`config.mk`:
```
export PLATFORM = sky130hd
export DESIGN_NAME = eth_frame_depacketizer
export DESIGN_NICKNAME = d
export VERILOG_FILES = /design/src/rtl/eth_frame_depacketizer.sv
export SDC_FILE = /design/constraint.sdc
export NUM_CORES = 1
export LEC_CHECK = 0
export BUFFER_PORTS_ARGS = -buffer_cell sky130_fd_sc_hd__clkbuf_2
export CAP_MARGIN = 20
export CORE_MARGIN = 1.5
export CORE_UTILIZATION = 30
export CTS_BUF_LIST = sky130_fd_sc_hd__clkbuf_16
export CTS_CLUSTER_DIAMETER = 200
export CTS_CLUSTER_SIZE = 40
export DETAILED_ROUTE_END_ITERATION = 16
export PLACE_DENSITY_LB_ADDON = 0.12
export SKIP_CTS_REPAIR_TIMING = 1
export SYNTH_ARGS = -nofsm -noshare
export SYNTH_HDL_FRONTEND = slang
export SYNTH_SLANG_ARGS = --single-unit
```
`constraint.sdc`:
```
create_clock -name CLK_50M -period 3.75 [get_ports CLK_50M]
set_input_delay 0.5625 -clock CLK_50M [delete_from_list [all_inputs] [get_ports CLK_50M]]
set_output_delay 0.5625 -clock CLK_50M [all_outputs]
set_load 0.005 [all_outputs]
```
`src/rtl/eth_frame_depacketizer.sv`:
```
// Rebuilds camera frames from the Ethernet RX byte stream: sync hunt, 4-byte
// dimension header, then RGB565 pixels on a valid/ready stream with SOF/EOF.
module eth_frame_depacketizer #(
    parameter logic [31:0] SYNC_WORD = 32'hA55A_A55A,
    parameter logic [15:0] MAX_W     = 16'd640,
    parameter logic [15:0] MAX_H     = 16'd480
) (
    input  logic        CLK_50M,
    input  logic        reset_n,
    output logic        Eth_fifo_rden,
    input  logic [7:0]  Eth_fifo_rddata,
    input  logic        Eth_fifo_rdempty,
    output logic [15:0] pix_data,
    output logic        pix_valid,
    input  logic        pix_ready,
    output logic        pix_sof,
    output logic        pix_eof,
    output logic [15:0] frame_width,
    output logic [15:0] frame_height,
    output logic [15:0] frame_cnt,
    output logic [15:0] err_cnt,
    output logic        busy
);

    typedef enum logic [2:0] {
        ST_HUNT   = 3'd0,
        ST_HDR    = 3'd1,
        ST_CHECK  = 3'd2,
        ST_PIX_HI = 3'd3,
        ST_PIX_LO = 3'd4
    } state_t;

    state_t      state_r;
    logic [7:0]  skid0_r, skid1_r;
    logic [1:0]  skid_cnt_r;
    logic        inflight_r;
    logic        rd_enable_r;
    logic [31:0] sr_r;
    logic [1:0]  hdr_idx_r;
    logic [15:0] hdr_w_r, hdr_h_r;
    logic [15:0] x_r, y_r;
    logic        first_r;
    logic [7:0]  hi_r;
    logic [15:0] pix_data_r, frame_width_r, frame_height_r, frame_cnt_r, err_cnt_r;
    logic        pix_valid_r, pix_sof_r, pix_eof_r, busy_r;

    logic        pop_s, rden_s;
    logic [1:0]  level_s;
    logic [31:0] shifted_s;
    logic        pix_last_s, hdr_bad_s;

    // Parser byte consumption; PIX_LO only pops when the output register can take the pixel.
    always_comb begin
        pop_s = 1'b0;
        if (skid_cnt_r != 2'd0) begin
            case (state_r)
                ST_HUNT, ST_HDR, ST_PIX_HI: pop_s = 1'b1;
                ST_PIX_LO:                  pop_s = !pix_valid_r || pix_ready;
                default:                    pop_s = 1'b0;
            endcase
        end else begin
            pop_s = 1'b0;
        end
    end

    // Read request: occupancy counts this cycle's pop so a full-rate stream keeps one read in flight.
    always_comb begin
        level_s   = skid_cnt_r + {1'b0, inflight_r} - {1'b0, pop_s};
        rden_s    = rd_enable_r && !Eth_fifo_rdempty && (level_s < 2'd2);
        shifted_s = {sr_r[23:0], skid0_r};
        pix_last_s = (x_r == frame_width_r - 16'd1) && (y_r == frame_height_r - 16'd1);
        hdr_bad_s  = (hdr_w_r == 16'd0) || (hdr_h_r == 16'd0) ||
                     (hdr_w_r > MAX_W) || (hdr_h_r > MAX_H);
    end

    // Two-entry byte skid buffer fed by the normal-mode FIFO read port.
    always_ff @(posedge CLK_50M or negedge reset_n) begin
        if (!reset_n) begin
            skid0_r     <= 8'd0;
            skid1_r     <= 8'd0;
            skid_cnt_r  <= 2'd0;
            inflight_r  <= 1'b0;
            rd_enable_r <= 1'b0;
        end else begin
            rd_enable_r <= 1'b1;
            inflight_r  <= rden_s;
            skid_cnt_r  <= skid_cnt_r + {1'b0, inflight_r} - {1'b0, pop_s};
            if (pop_s) begin
                skid0_r <= skid1_r;
            end
            if (inflight_r) begin
                if ((skid_cnt_r - {1'b0, pop_s}) == 2'd0) begin
                    skid0_r <= Eth_fifo_rddata;
                end else begin
                    skid1_r <= Eth_fifo_rddata;
                end
            end
        end
    end

    // Parser FSM with the registered pixel output stage.
    always_ff @(posedge CLK_50M or negedge reset_n) begin
        if (!reset_n) begin
            state_r        <= ST_HUNT;
            sr_r           <= 32'd0;
            hdr_idx_r      <= 2'd0;
            hdr_w_r        <= 16'd0;
            hdr_h_r        <= 16'd0;
            x_r            <= 16'd0;
            y_r            <= 16'd0;
            first_r        <= 1'b0;
            hi_r           <= 8'd0;
            pix_data_r     <= 16'd0;
            pix_valid_r    <= 1'b0;
            pix_sof_r      <= 1'b0;
            pix_eof_r      <= 1'b0;
            frame_width_r  <= 16'd0;
            frame_height_r <= 16'd0;
            frame_cnt_r    <= 16'd0;
            err_cnt_r      <= 16'd0;
            busy_r         <= 1'b0;
        end else begin
            if (pix_valid_r && pix_ready) begin
                pix_valid_r <= 1'b0;
                pix_sof_r   <= 1'b0;
                pix_eof_r   <= 1'b0;
            end
            case (state_r)
                ST_HUNT: begin
                    if (pop_s) begin
                        if (shifted_s == SYNC_WORD) begin
                            sr_r      <= 32'd0;
                            hdr_idx_r <= 2'd0;
                            state_r   <= ST_HDR;
                            busy_r    <= 1'b1;
                        end else begin
                            sr_r <= shifted_s;
                        end
                    end
                end
                ST_HDR: begin
                    if (pop_s) begin
                        case (hdr_idx_r)
                            2'd0:    hdr_w_r[15:8] <= skid0_r;
                            2'd1:    hdr_w_r[7:0]  <= skid0_r;
                            2'd2:    hdr_h_r[15:8] <= skid0_r;
                            default: hdr_h_r[7:0]  <= skid0_r;
                        endcase
                        hdr_idx_r <= hdr_idx_r + 2'd1;
                        if (hdr_idx_r == 2'd3) begin
                            state_r <= ST_CHECK;
                        end
                    end
                end
                ST_CHECK: begin
                    if (hdr_bad_s) begin
                        if (err_cnt_r != 16'hFFFF) begin
                            err_cnt_r <= err_cnt_r + 16'd1;
                        end
                        sr_r    <= 32'd0;
                        state_r <= ST_HUNT;
                        busy_r  <= 1'b0;
                    end else begin
                        frame_width_r  <= hdr_w_r;
                        frame_height_r <= hdr_h_r;
                        x_r            <= 16'd0;
                        y_r            <= 16'd0;
                        first_r        <= 1'b1;
                        state_r        <= ST_PIX_HI;
                    end
                end
                ST_PIX_HI: begin
                    if (pop_s) begin
                        hi_r    <= skid0_r;
                        state_r <= ST_PIX_LO;
                    end
                end
                ST_PIX_LO: begin
                    if (pop_s) begin
                        pix_data_r  <= {hi_r, skid0_r};
                        pix_valid_r <= 1'b1;
                        pix_sof_r   <= first_r;
                        pix_eof_r   <= pix_last_s;
                        first_r     <= 1'b0;
                        if (x_r == frame_width_r - 16'd1) begin
                            x_r <= 16'd0;
                            y_r <= y_r + 16'd1;
                        end else begin
                            x_r <= x_r + 16'd1;
                        end
                        if (pix_last_s) begin
                            frame_cnt_r <= frame_cnt_r + 16'd1;
                            state_r     <= ST_HUNT;
                            busy_r      <= 1'b0;
                        end else begin
                            state_r <= ST_PIX_HI;
                        end
                    end
                end
                default: begin
                    state_r <= ST_HUNT;
                    busy_r  <= 1'b0;
                end
            endcase
        end
    end

    assign Eth_fifo_rden = rden_s;
    assign pix_data      = pix_data_r;
    assign pix_valid     = pix_valid_r;
    assign pix_sof       = pix_sof_r;
    assign pix_eof       = pix_eof_r;
    assign frame_width   = frame_width_r;
    assign frame_height  = frame_height_r;
    assign frame_cnt     = frame_cnt_r;
    assign err_cnt       = err_cnt_r;
    assign busy          = busy_r;

endmodule

```
==> metrics.csv <==
metric,value,unit
largest stage delay on the critical path,640,ps
share of the synthesized area in the top cell type,50.6,%
total DRC errors in the routed layout,0,
post-synthesis instance area,0.0102,mm²
area fraction in compound gates after synthesis,8.72,%
I/O Buffers,96,
startpoint types,flop,
Final TNS setup,0,ps
"EDFF count, synth",0,
number of max-slew violations in the final report,0,
detailed-router iteration count before antenna repair,4,
count of final hold-check violations,0,
number of violations of the max-capacitance limit,0,
clock root buffer master,sky130_fd_sc_hd__clkbuf_16,
share of cells above drive strength 1,20.6,%
crit end category,output port,
GPL Wtd Cong,0.812,
FMAX,291,MHz
die boundary width,187,µm
detail-routed via count per cell,5.01,
skew final,82.1,ps
result of the run,completed,
TritonCTS Buffers,9,
library cell occupying the most area in the post-synthesis netlist,sky130_fd_sc_hd__dfrtp_1,
number of inserted diodes,0,
synthesis-stage register bit count,206,
Std-Cell Rows,67,
"Reg clk slew, reported paths",150,ps
nets in the synthesized netlist,1012,
final number of setup-violating endpoints,0,
synthesized area divided by synthesized cell count,10.3,µm²
setup repair after global routing missed its margin,false,
Arrival @ worst endpoint,2870,ps
Detailed Route Iter0 Violations,406,
adder-cell share of the synthesized area,1.47,%
final non-filler cell total,1520,
slowest stage cell on the critical path,sky130_fd_sc_hd__dfrtp_1,
gate family responsible for the most delay along the worst path,flip-flops,
Tcrit/Tclk final,91.6,%
insertion delay of the later-clocked pin in the worst-skew pair,500,ps
required time of the critical path,3190,ps
synthesized instance count,988,
maximum number of pins on one net before global-route repair,94,
TritonCTS clock tree,done,
path category of the worst min-delay check,in -> reg,
flip-flop cell with the highest count after synthesis,sky130_fd_sc_hd__dfrtp_1,
Bufs and invs on worst path,3,
via count,7617,
Max rail drop VDD,331,µV
drt wl/cell,17.6,µm
Slew Limit Headroom,33.7,%
Critical Setup Path Class,reg -> out,
fraction of synthesized area in multiplexers,8.39,%
maximum fanout count along the critical path,13,
post-route antenna net violation count,0,
share of synthesized area occupied by flip-flops and latches,50.6,%
dominant combinational cell family by area after synthesis,simple AND/OR/NAND/NOR gates,
fill count,3441,
number of different library cells in the post-synthesis netlist,76,
XOR/XNOR Fraction of Synth Area,6.27,%
net count of the finished layout,1097,
area growth from synthesis to layout,12.8,%
number of warnings printed during yosys synthesis,0,
maximum root-to-sink buffer count,3,
placed insts,1509,
TritonCTS Sinks,206,
Total Routing Usage GR,15.4,%
Final Critical Period,3430,ps
"top cells by area, synth","sky130_fd_sc_hd__dfrtp_1 (51%), sky130_fd_sc_hd__mux2_2 (8.2%), sky130_fd_sc_hd__nand2_1 (5.2%)",
number of placed I/O pins,97,
initial core utilization,30.5,%
grt ovf,0,
total length of routed wires,26700,µm
simple-gate share of the synthesized area,22.0,%
worst-margin pin slew,994,ps
wire length of the first global-routing pass,43700,µm
vias in the first global route,7650,
CTS H-tree lvls,1,
core footprint,0.0334,mm²
setup slack of the worst register-to-register path,450,ps
number of antenna violations at the first check in global routing,0,
die outline area,0.0351,mm²
fraction of registers with async set or reset after synthesis,100,%
DIE HEIGHT,187,µm
Power Dens Cells,602,mW/mm²
standby leakage power,5.52,nW
Hold Worst Slack,257,ps
detailed placer's ending HPWL,18500,µm
cell-by-cell trace of the critical path,o21ai_0 -> o221ai_1 -> clkinv_1 -> ha_1 -> inv_1 -> ha_1 -> xnor2_1 -> xnor2_1 -> nor3b_1 -> clkbuf_2,
## flip-flops by register name, indices dropped and copies added (netlist names), 2 cells and up
register,count
skid1_r,8
err_cnt,16
pix_data,16
sr_r,24
hdr_w_r,16
frame_cnt,16
hi_r,8
frame_height,16
skid_cnt_r,2
hdr_idx_r,2
frame_width,16
x_r,16
skid0_r,8
y_r,16
hdr_h_r,16
state_r,3
## cells in the mapped netlist, types with 3 or more instances
master                     number
sky130_fd_sc_hd__nand4b_1       4
sky130_fd_sc_hd__o21a_1         4
sky130_fd_sc_hd__or4_1          5
sky130_fd_sc_hd__nor3_1        26
sky130_fd_sc_hd__xnor2_1       40
sky130_fd_sc_hd__and4_1         4
sky130_fd_sc_hd__or2_2          5
sky130_fd_sc_hd__nor4_1        16
sky130_fd_sc_hd__xor2_1        33
sky130_fd_sc_hd__nor2b_1        3
sky130_fd_sc_hd__mux2_2        74
sky130_fd_sc_hd__or3_1         10
sky130_fd_sc_hd__a21o_1        14
sky130_fd_sc_hd__o22ai_1        3
sky130_fd_sc_hd__nand4_1       19
sky130_fd_sc_hd__nand3_1       63
sky130_fd_sc_hd__inv_1         19
sky130_fd_sc_hd__and3_1        23
sky130_fd_sc_hd__buf_6          3
sky130_fd_sc_hd__dfrtp_1      206
sky130_fd_sc_hd__a21oi_1       25
sky130_fd_sc_hd__nand3b_1       5
sky130_fd_sc_hd__o211ai_1       3
sky130_fd_sc_hd__and2_1        17
sky130_fd_sc_hd__a211oi_1       3
sky130_fd_sc_hd__a31oi_1       16
sky130_fd_sc_hd__o21ai_0       36
sky130_fd_sc_hd__clkbuf_1      32
sky130_fd_sc_hd__nand2b_1       8
sky130_fd_sc_hd__nand2_1      140
sky130_fd_sc_hd__ha_1          12
sky130_fd_sc_hd__nor2_1        39
sky130_fd_sc_hd__nor3b_1       14
sky130_fd_sc_hd__o31ai_1        4
sky130_fd_sc_hd__nor4bb_1       9
## stage by stage
step	instance area (µm²)	worst slack, ps	util, %	power (mW)
6_report	11500	315	34.4	6.92
5_1_grt	11500	56.3	34.4	7.46
4_1_cts	11500	161	34.3	7.04
3_5_place_dp	11200	295	33.5	5.80
3_3_place_gp	11200	429	33.5	5.77
2_1_floorplan	10200	697	-	4.96
## worst paths after layout
path / start / endpoint / depth (start not counted)
max: state_r[0] / Eth_fifo_rden / 10
min: Eth_fifo_rdempty / inflight_r / 2
max reg2reg: frame_width[0] / frame_cnt[14] / 11
min reg2reg: sr_r[16] / sr_r[16] / 2
max in group asynchronous: reset_n / state_r[1] / 3
min in group asynchronous: reset_n / err_cnt[5] / 2
## per-layer routing
layer | track usage, % | wire length (µm)
met1 | 22.6 | 13500
met2 | 24.6 | 12200
met3 | 1.33 | 593
met4 | 3.19 | 418
met5 | 0 | 0
## layout make-up
type | instances | area [µm²] | share of cell area (%)
Inverter | 21 | 78.8 | 0.686
Clock inverter | 1 | 30.0 | 0.261
Timing Repair Buffer | 113 | 633 | 5.51
Multi-Input combinational cell | 722 | 4810 | 41.8
Clock buffer | 9 | 225 | 1.96
Tap cell | 448 | 561 | 4.88
Sequential cell | 206 | 5160 | 44.9
## cells by family (layout without fill, tap and decap cells)
logic type               Yosys count  count (layout)
AO/OA/AOI/OAI                    136             136
XOR/XNOR                          73              73
adder cells (fa/ha/maj)           12              12
buffers and inverters             60             144
flip-flops                       206             206
multiplexers                      76              76
other                              1               1
AND/OR/NAND/NOR                  424             424
## report_power, final
group	switching [mW]	internal [mW]
combinational	1.20	1.09
clock	0.754	0.453
sequential	0.632	2.80
total	2.58	4.34
## worst register-to-register path, delay by kind of cell (launching register included)
family	cells	cell delay [ps]
compound gates	3	710
xor+xnor	1	150
fa+ha+maj	1	260
buf+inv	2	320
flops	1	460
simple gates	4	1330
## layout by cell type (no fill, tap or decap), types with 10 or more instances in the layout
master                       n
sky130_fd_sc_hd__xnor2_1    40
sky130_fd_sc_hd__o21ai_0    36
sky130_fd_sc_hd__mux2_2     74
sky130_fd_sc_hd__nand2_1   140
sky130_fd_sc_hd__and2_1     17
sky130_fd_sc_hd__buf_4      15
sky130_fd_sc_hd__nor3b_1    14
sky130_fd_sc_hd__a21oi_1    25
sky130_fd_sc_hd__nand4_1    19
sky130_fd_sc_hd__nor2_1     37
sky130_fd_sc_hd__xor2_1     33
sky130_fd_sc_hd__clkbuf_2   95
sky130_fd_sc_hd__nand3_1    63
sky130_fd_sc_hd__ha_1       12
sky130_fd_sc_hd__and3_1     23
sky130_fd_sc_hd__a21o_1     14
sky130_fd_sc_hd__dfrtp_1   205
sky130_fd_sc_hd__inv_1      19
sky130_fd_sc_hd__nor3_1     26
sky130_fd_sc_hd__nor4_1     15
sky130_fd_sc_hd__or3_1      10
sky130_fd_sc_hd__a31oi_1    16
(Power assumes the default switching activity.)
